--- src/rtl/closest_hit_scheduler.sv ---
// closest_hit_scheduler: walks every sphere through the distance calculator for one ray
// and returns the closest intersection as a single hit record.
module closest_hit_scheduler #(
    parameter int NUM_SPHERES = 8,
    parameter int IDX_W = (NUM_SPHERES > 1) ? $clog2(NUM_SPHERES) : 1,
    parameter int DIST_W = 16,
    parameter logic [DIST_W-1:0] MAX_DIST = {DIST_W{1'b1}},
    parameter int RAY_ID_W = 8
) (
    input  logic                CLK,
    input  logic                areset,
    input  logic                ray_valid,
    output logic                ray_ready,
    input  logic [RAY_ID_W-1:0] ray_id,
    output logic                calc_in_valid,
    input  logic                calc_in_ready,
    output logic [IDX_W-1:0]    calc_sphere_idx,
    output logic [DIST_W-1:0]   calc_old_dist,
    input  logic                calc_out_valid,
    input  logic                calc_intersects,
    input  logic [DIST_W-1:0]   calc_distance,
    output logic                hit_valid,
    input  logic                hit_ready,
    output logic                hit,
    output logic [DIST_W-1:0]   hit_distance,
    output logic [IDX_W-1:0]    hit_sphere,
    output logic [RAY_ID_W-1:0] hit_ray_id,
    output logic                busy,
    output logic                err_unexpected
);
    typedef enum logic [1:0] {IDLE, ISSUE, WAIT, DONE} state_t;

    localparam logic [IDX_W-1:0] LAST = IDX_W'(NUM_SPHERES - 1);

    state_t state, next;
    logic [IDX_W-1:0] idx;
    logic [DIST_W-1:0] best;

    always_ff @(posedge CLK or posedge areset) begin
        if (areset) begin
            state <= IDLE;
            idx <= '0;
            best <= MAX_DIST;
            hit_sphere <= '0;
            hit <= 1'b0;
            hit_ray_id <= '0;
            err_unexpected <= 1'b0;
        end else begin
            state <= next;
            if (calc_out_valid && state != WAIT)
                err_unexpected <= 1'b1;
            if (state == IDLE && ray_valid) begin
                hit_ray_id <= ray_id;
                best <= MAX_DIST;
                hit_sphere <= '0;
                hit <= 1'b0;
                idx <= '0;
            end
            if (state == WAIT && calc_out_valid) begin
                // strict compare keeps the lower index on ties and rejects MAX_DIST
                if (calc_intersects && calc_distance < best) begin
                    best <= calc_distance;
                    hit_sphere <= idx;
                    hit <= 1'b1;
                end
                if (idx != LAST)
                    idx <= idx + IDX_W'(1);
            end
        end
    end

    always_comb begin
        next = state;
        case (state)
            IDLE:  next = ray_valid ? ISSUE : IDLE;
            ISSUE: next = calc_in_ready ? WAIT : ISSUE;
            WAIT:  next = !calc_out_valid ? WAIT : (idx == LAST) ? DONE : ISSUE;
            DONE:  next = hit_ready ? IDLE : DONE;
            default: next = IDLE;
        endcase
    end

    assign ray_ready = state == IDLE;
    assign calc_in_valid = state == ISSUE;
    assign calc_sphere_idx = idx;
    assign calc_old_dist = (state == ISSUE) ? best : '0;
    assign hit_valid = state == DONE;
    assign hit_distance = best;
    assign busy = state != IDLE;
endmodule

--- config.mk ---
export PLATFORM = sky130hd
export DESIGN_NAME = closest_hit_scheduler
export DESIGN_NICKNAME = d
export VERILOG_FILES = /design/src/rtl/closest_hit_scheduler.sv
export SDC_FILE = /design/constraint.sdc
export NUM_CORES = 1
export LEC_CHECK = 0
export ABC_AREA = 1
export CAP_MARGIN = 30
export CELL_PAD_IN_SITES_DETAIL_PLACEMENT = 0
export CELL_PAD_IN_SITES_GLOBAL_PLACEMENT = 1
export CORE_MARGIN = 2
export CORE_UTILIZATION = 27
export CTS_CLUSTER_DIAMETER = 30
export DETAILED_ROUTE_END_ITERATION = 10
export PLACE_DENSITY = 0.75
export SLEW_MARGIN = 20
export SYNTH_ARGS = -nofsm -noshare
export SYNTH_HDL_FRONTEND = slang
export SYNTH_SLANG_ARGS = --single-unit
export TNS_END_PERCENT = 30
--- constraint.sdc ---
create_clock -name CLK -period 1.8 [get_ports CLK]
set_input_delay 0.18 -clock CLK [delete_from_list [all_inputs] [get_ports CLK]]
set_output_delay 0.18 -clock CLK [all_outputs]
set_load 0.01 [all_outputs]
After elaboration in Yosys (flattened, before gate mapping)
Cells that the tools add are included.

Add/subtract/negate cells: 1. Magnitude comparators: 1. Eq/ne operators: 6. Mux-type cells: 19. Reduce and logical (&&, ||, !) cells: 6.

Operator list (number): $mux 16 (4); $mux 3 (6); $lt 16x16->1 (1); $mux 2 (4); $pmux 2 s4 (1); $eq 2x2->1 const B (2); $logic_and 1x1->1 (4); $mux 1 (4); $add 3x1->3 const B (1); $eq 3x3->1 const B (1); $ne 3x3->1 const B (1); $eq 2x1->1 const B (1); $logic_not 2->1 (1); $ne 2x2->1 const B (1); $reduce_bool 2->1 (1).

Flip-flop bits (word level): 34. Bits of input ports: 31. Output and inout port bits: 52. Word-level logic and storage cells: 40.

Depth between registers and ports, before layout
Depth after elaboration: 5. Depth in mapped cells: 15. Gate-level depth less buffers: 14.

Worst setup path before layout
Ideal clock, no wire load.

Path type: reg-to-reg. From: register best[5] (netlist: hit_distance[5]). To: register hit_sphere[0]. Library setup time: 0.065 ns. Data arrival time: 1.757 ns. Data required time: 1.735 ns. Setup slack: -0.022 ns. Stages on the path, launching flop included: 14. Path buffers: 2. Clock period less this slack: 1.822 ns. Cells stage by stage: dfstp_2 -> inv_1 -> ha_1 -> a21oi_1 -> nor2_1 -> nor3_1 -> nand2_1 -> nand2_1 -> nand2_1 -> nand2_1 -> buf_4 -> buf_6 -> nand3_1 -> nand2_1.

Cells in the longest elaborated chain, start to end: 4.

Ends and longest elaborated chain: start: declaration (line 37) `logic [DIST_W-1:0] best;`; start signal: assignment (line 62) `best <= calc_distance;`; $lt 16x16->1 (line 61) `if (calc_intersects && calc_distance < best) begin`; $logic_and 1x1->1 (line 61); $mux 3 (line 61); $mux 3 (line 59) `if (state == WAIT && calc_out_valid) begin`; end signal: assignment (line 63) `hit_sphere <= idx;`; end: declaration (line 26) `output logic [IDX_W-1:0] hit_sphere,`.

Every way passes these cells. A chain may end at the register's enable or synchronous reset.

Worst setup path in the final report
From: register best[15] (netlist: hit_distance[15]). To: register hit_sphere[1].

Same word-level chain as after synthesis.

==> results.sh <==
export IMPL_status="complete, but fails checks"
export IMPL_violations="setup timing"
export IMPL_slowest_delay_ns=0.54
export IMPL_drv_slew=0
export IMPL_postRouteAntennaNets=0
export IMPL_skew_ns=0.00765
export IMPL_clock_tree_root_cell="clkbuf_8"
export IMPL_io_buffers=82
export IMPL_crit_slowest_cell="dfstp_2"
export IMPL_finalCriticalPeriod_ns=1.93
export IMPL_crit_chain="inv_1 > ha_4 > nand2_2 > inv_2 > nand2_1 > nand4_1 > a31oi_4 > nand2_4 > clkbuf_16 > nand2_2 > nand2_1"
export IMPL_synth_compound_area_share_pct=4.46
export IMPL_postLayoutSetupSlackWorst_ns=-0.135
export IMPL_grt_pass1_wl_mm=10.2
export IMPL_async_flop_share_pct=100
export IMPL_ys_seq_elements=34
export IMPL_core_region_area_um2=7250
export IMPL_synth_area_leaders="dfrtp_1, dfstp_2, nand2_1"
export IMPL_clk_latency_ns=0.29
export IMPL_synthesis_area_um2=2020
export IMPL_die_h_um=90.5
export IMPL_maxCapViolations=0
export IMPL_synthToLayoutAreaGrowth_pct=75.6
export IMPL_die_area_um2=8190
export IMPL_rr_worst_depth=11
export IMPL_regArea_um2=871
export IMPL_cts_made_buffers=5
export IMPL_tns_ns=-1.82
export IMPL_muxShareOfSynthArea_pct=0
export IMPL_grt_pass1_vias=2192
export IMPL_grtUsageTotal_pct=15.3
export IMPL_max_vdd_ir_drop_uv=639
export IMPL_grt_max_degree=35
export IMPL_end_kind="flip-flop"
export IMPL_synth_main_ff_cell="dfrtp_1"
export IMPL_fillers=722
export IMPL_powerDensity_nw_per_um2=1560
export IMPL_tritoncts="built"
export IMPL_relSlewSlack_pct=70.7
export IMPL_floorplan_initialDensity_pct=27.8
export IMPL_gr_total_overflow=0
export IMPL_final_core_util_pct=48.9
export IMPL_vias_per_cell=4.36
export IMPL_ctsLongestPathBuffers=2
export IMPL_max_slew_worst_pin_slew_ns=0.440
export IMPL_timing_fmax_mhz=517
export IMPL_yosysUniqueCellTypes=27
export IMPL_wl_per_cell_um=12.9
export IMPL_cts_htree_levels=2
export IMPL_antenna_found_initial=0
export IMPL_synth_edf_count=0
export IMPL_setup_viol=20
export IMPL_leakage_nw=1.84
export IMPL_io_pins=83
export IMPL_gp_congestion=0.810
export IMPL_synth_commonest_cells="nand2_1, inv_1, nor2_1, dfrtp_1, nand3_1"
export IMPL_fin_area_um2=3550
export IMPL_multiInputGateArea_um2=1130
export IMPL_critical_path_class="reg -> reg"
export IMPL_crit_buf_inv=3
export IMPL_crit_arrival_ns=2.11
export IMPL_yosys_warnings=0
export IMPL_path_clk_slew_ns=0.07
export IMPL_yosysTopAreaCell="dfrtp_1"
export IMPL_crit_cells=11
export IMPL_firstDrtPassIters=4
export IMPL_seq_area_frac_synth_pct=43.1
export IMPL_finalHoldViolations=0
export IMPL_nets=436
export IMPL_yosys_area_share_xor_xnor_pct=0
export IMPL_synth_fa_ha_area_share_pct=10.5
export IMPL_crit_required_ns=1.98
export IMPL_syn_area_per_cell_um2=7.56
export IMPL_netlist_instances=267
export IMPL_rows=31
export IMPL_period_share_pct=107
export IMPL_path_max_fanout=5
export IMPL_clkSinkCount=34
export IMPL_layout_drive_gt1_share_pct=29.0
export IMPL_critPathLaunchType="flip-flop"
export IMPL_hold_path_class="in -> async"
export IMPL_num_vias=2130
export IMPL_rsz0062_at_grt="true"
export IMPL_drt_total_wl_mm=6.30
export IMPL_die_w_um=90.5
export IMPL_yosysTopAreaCellShare_pct=22.3
export IMPL_synth_top_family_by_area="simple AND/OR/NAND/NOR gates"
export IMPL_synth_fp_nets=315
export IMPL_diodes=0
export IMPL_critPathTopFamily="flip-flops"
export IMPL_synth_most_common_cell="nand2_1"
export IMPL_hold_slack_ns=0.305
export IMPL_holdBufCountCts=0
export IMPL_postPlaceCellArea_um2=3200
export IMPL_yosys_area_share_simple_pct=31.2
export IMPL_drc=0
export IMPL_drt_iter0_drc=97
export IMPL_dp_hpwl_mm=4.32
## worst reg2reg max path: stages, from the launching register on
cell	delay (ns)
dfstp_2	0.54
inv_1	0.07
ha_4	0.22
nand2_2	0.07
inv_2	0.05
nand2_1	0.08
nand4_1	0.15
a31oi_4	0.24
nand2_4	0.13
clkbuf_16	0.19
nand2_2	0.05
nand2_1	0.04
## power breakdown
group	switching, mW	total [mW]	leakage, nW	internal [mW]
sequential	0.199	1.40	0.398	1.20
clock	0.299	0.711	0.0504	0.412
combinational	1.63	3.43	1.39	1.80
total	2.13	5.54	1.84	3.41
## stage by stage
stage,power [mW],worst slack (ns),instances
after floorplan,2.78,0.00270,267
after global placement,4.66,-0.251,475
after detailed placement,4.70,-0.263,475
after CTS,5.32,-0.0298,483
after global routing,6.01,-0.221,488
final,5.54,-0.135,488
## placed cells by master (no fill, tap or decap), types with 2 or more instances in the layout
| master | instances |
|---|---|
| clkdlybuf4s50_1 | 66 |
| clkbuf_2 | 3 |
| nand3_1 | 18 |
| nand2_2 | 19 |
| clkinvlp_4 | 2 |
| clkbuf_8 | 5 |
| dfrtp_1 | 18 |
| clkbuf_16 | 2 |
| nand2_1 | 84 |
| a21oi_1 | 3 |
| a32o_1 | 2 |
| dfstp_2 | 16 |
| ha_1 | 9 |
| nand2_4 | 4 |
| ha_4 | 8 |
| dlygate4sd2_1 | 13 |
| buf_12 | 2 |
| inv_2 | 7 |
| inv_1 | 30 |
| nor2_1 | 26 |
| buf_4 | 36 |
| buf_6 | 2 |
## path summary, 6_finish.rpt
path,slack (ns),startpoint,end
max in group asynchronous,1.15,areset,hit_distance[2]
min in group CLK,0.43,ray_id[3],hit_ray_id[3]
hold reg to reg,0.48,err_unexpected,err_unexpected
setup / recovery,-0.13,hit_distance[15],hit_sphere[1]
hold / removal,0.31,areset,hit_ray_id[2]
setup reg to reg,-0.13,hit_distance[15],hit_sphere[1]
## sequential cells by signal (all words and copies together), names as in the netlist
| register | flops |
|---|---|
| hit_distance | 16 |
| hit_ray_id | 8 |
| calc_sphere_idx | 3 |
| hit_sphere | 3 |
| state | 2 |
| err_unexpected | 1 |
| hit | 1 |
## cell type report
cell class	instances	area share, %
inverter	37	3.92
tap	99	3.49
sequential	34	24.6
timing repair buffer	124	33.1
multi-input combinational	186	31.8
clock buffer	5	1.94
clock inverter	3	1.27
## timing repair
action | CTS | global route
cloned | 0 | 3
pin swaps | 5 | 12
hold endpoints to repair | 0 | 0
endpoints found under the setup margin | 36 | 32
setup buffers | 0 | 2
resized for setup | 24 | 41
## metal layers
metal | vias to the layer above | wire, um | GRT usage [%]
met5 | - | 0 | 0
met4 | 0 | 157 | 3.85
met3 | 13 | 260 | 3.09
met2 | 68 | 3120 | 27.2
met1 | 982 | 2760 | 18.8
li1 | 1067 | - | -
## kinds of logic after synthesis
family,Yosys count
DFF,34
and+or+nand+nor,157
AOI/OAI and AO/OA,12
adders and majority gates,17
buffers and inverters,47
(Power assumes the default switching activity.)
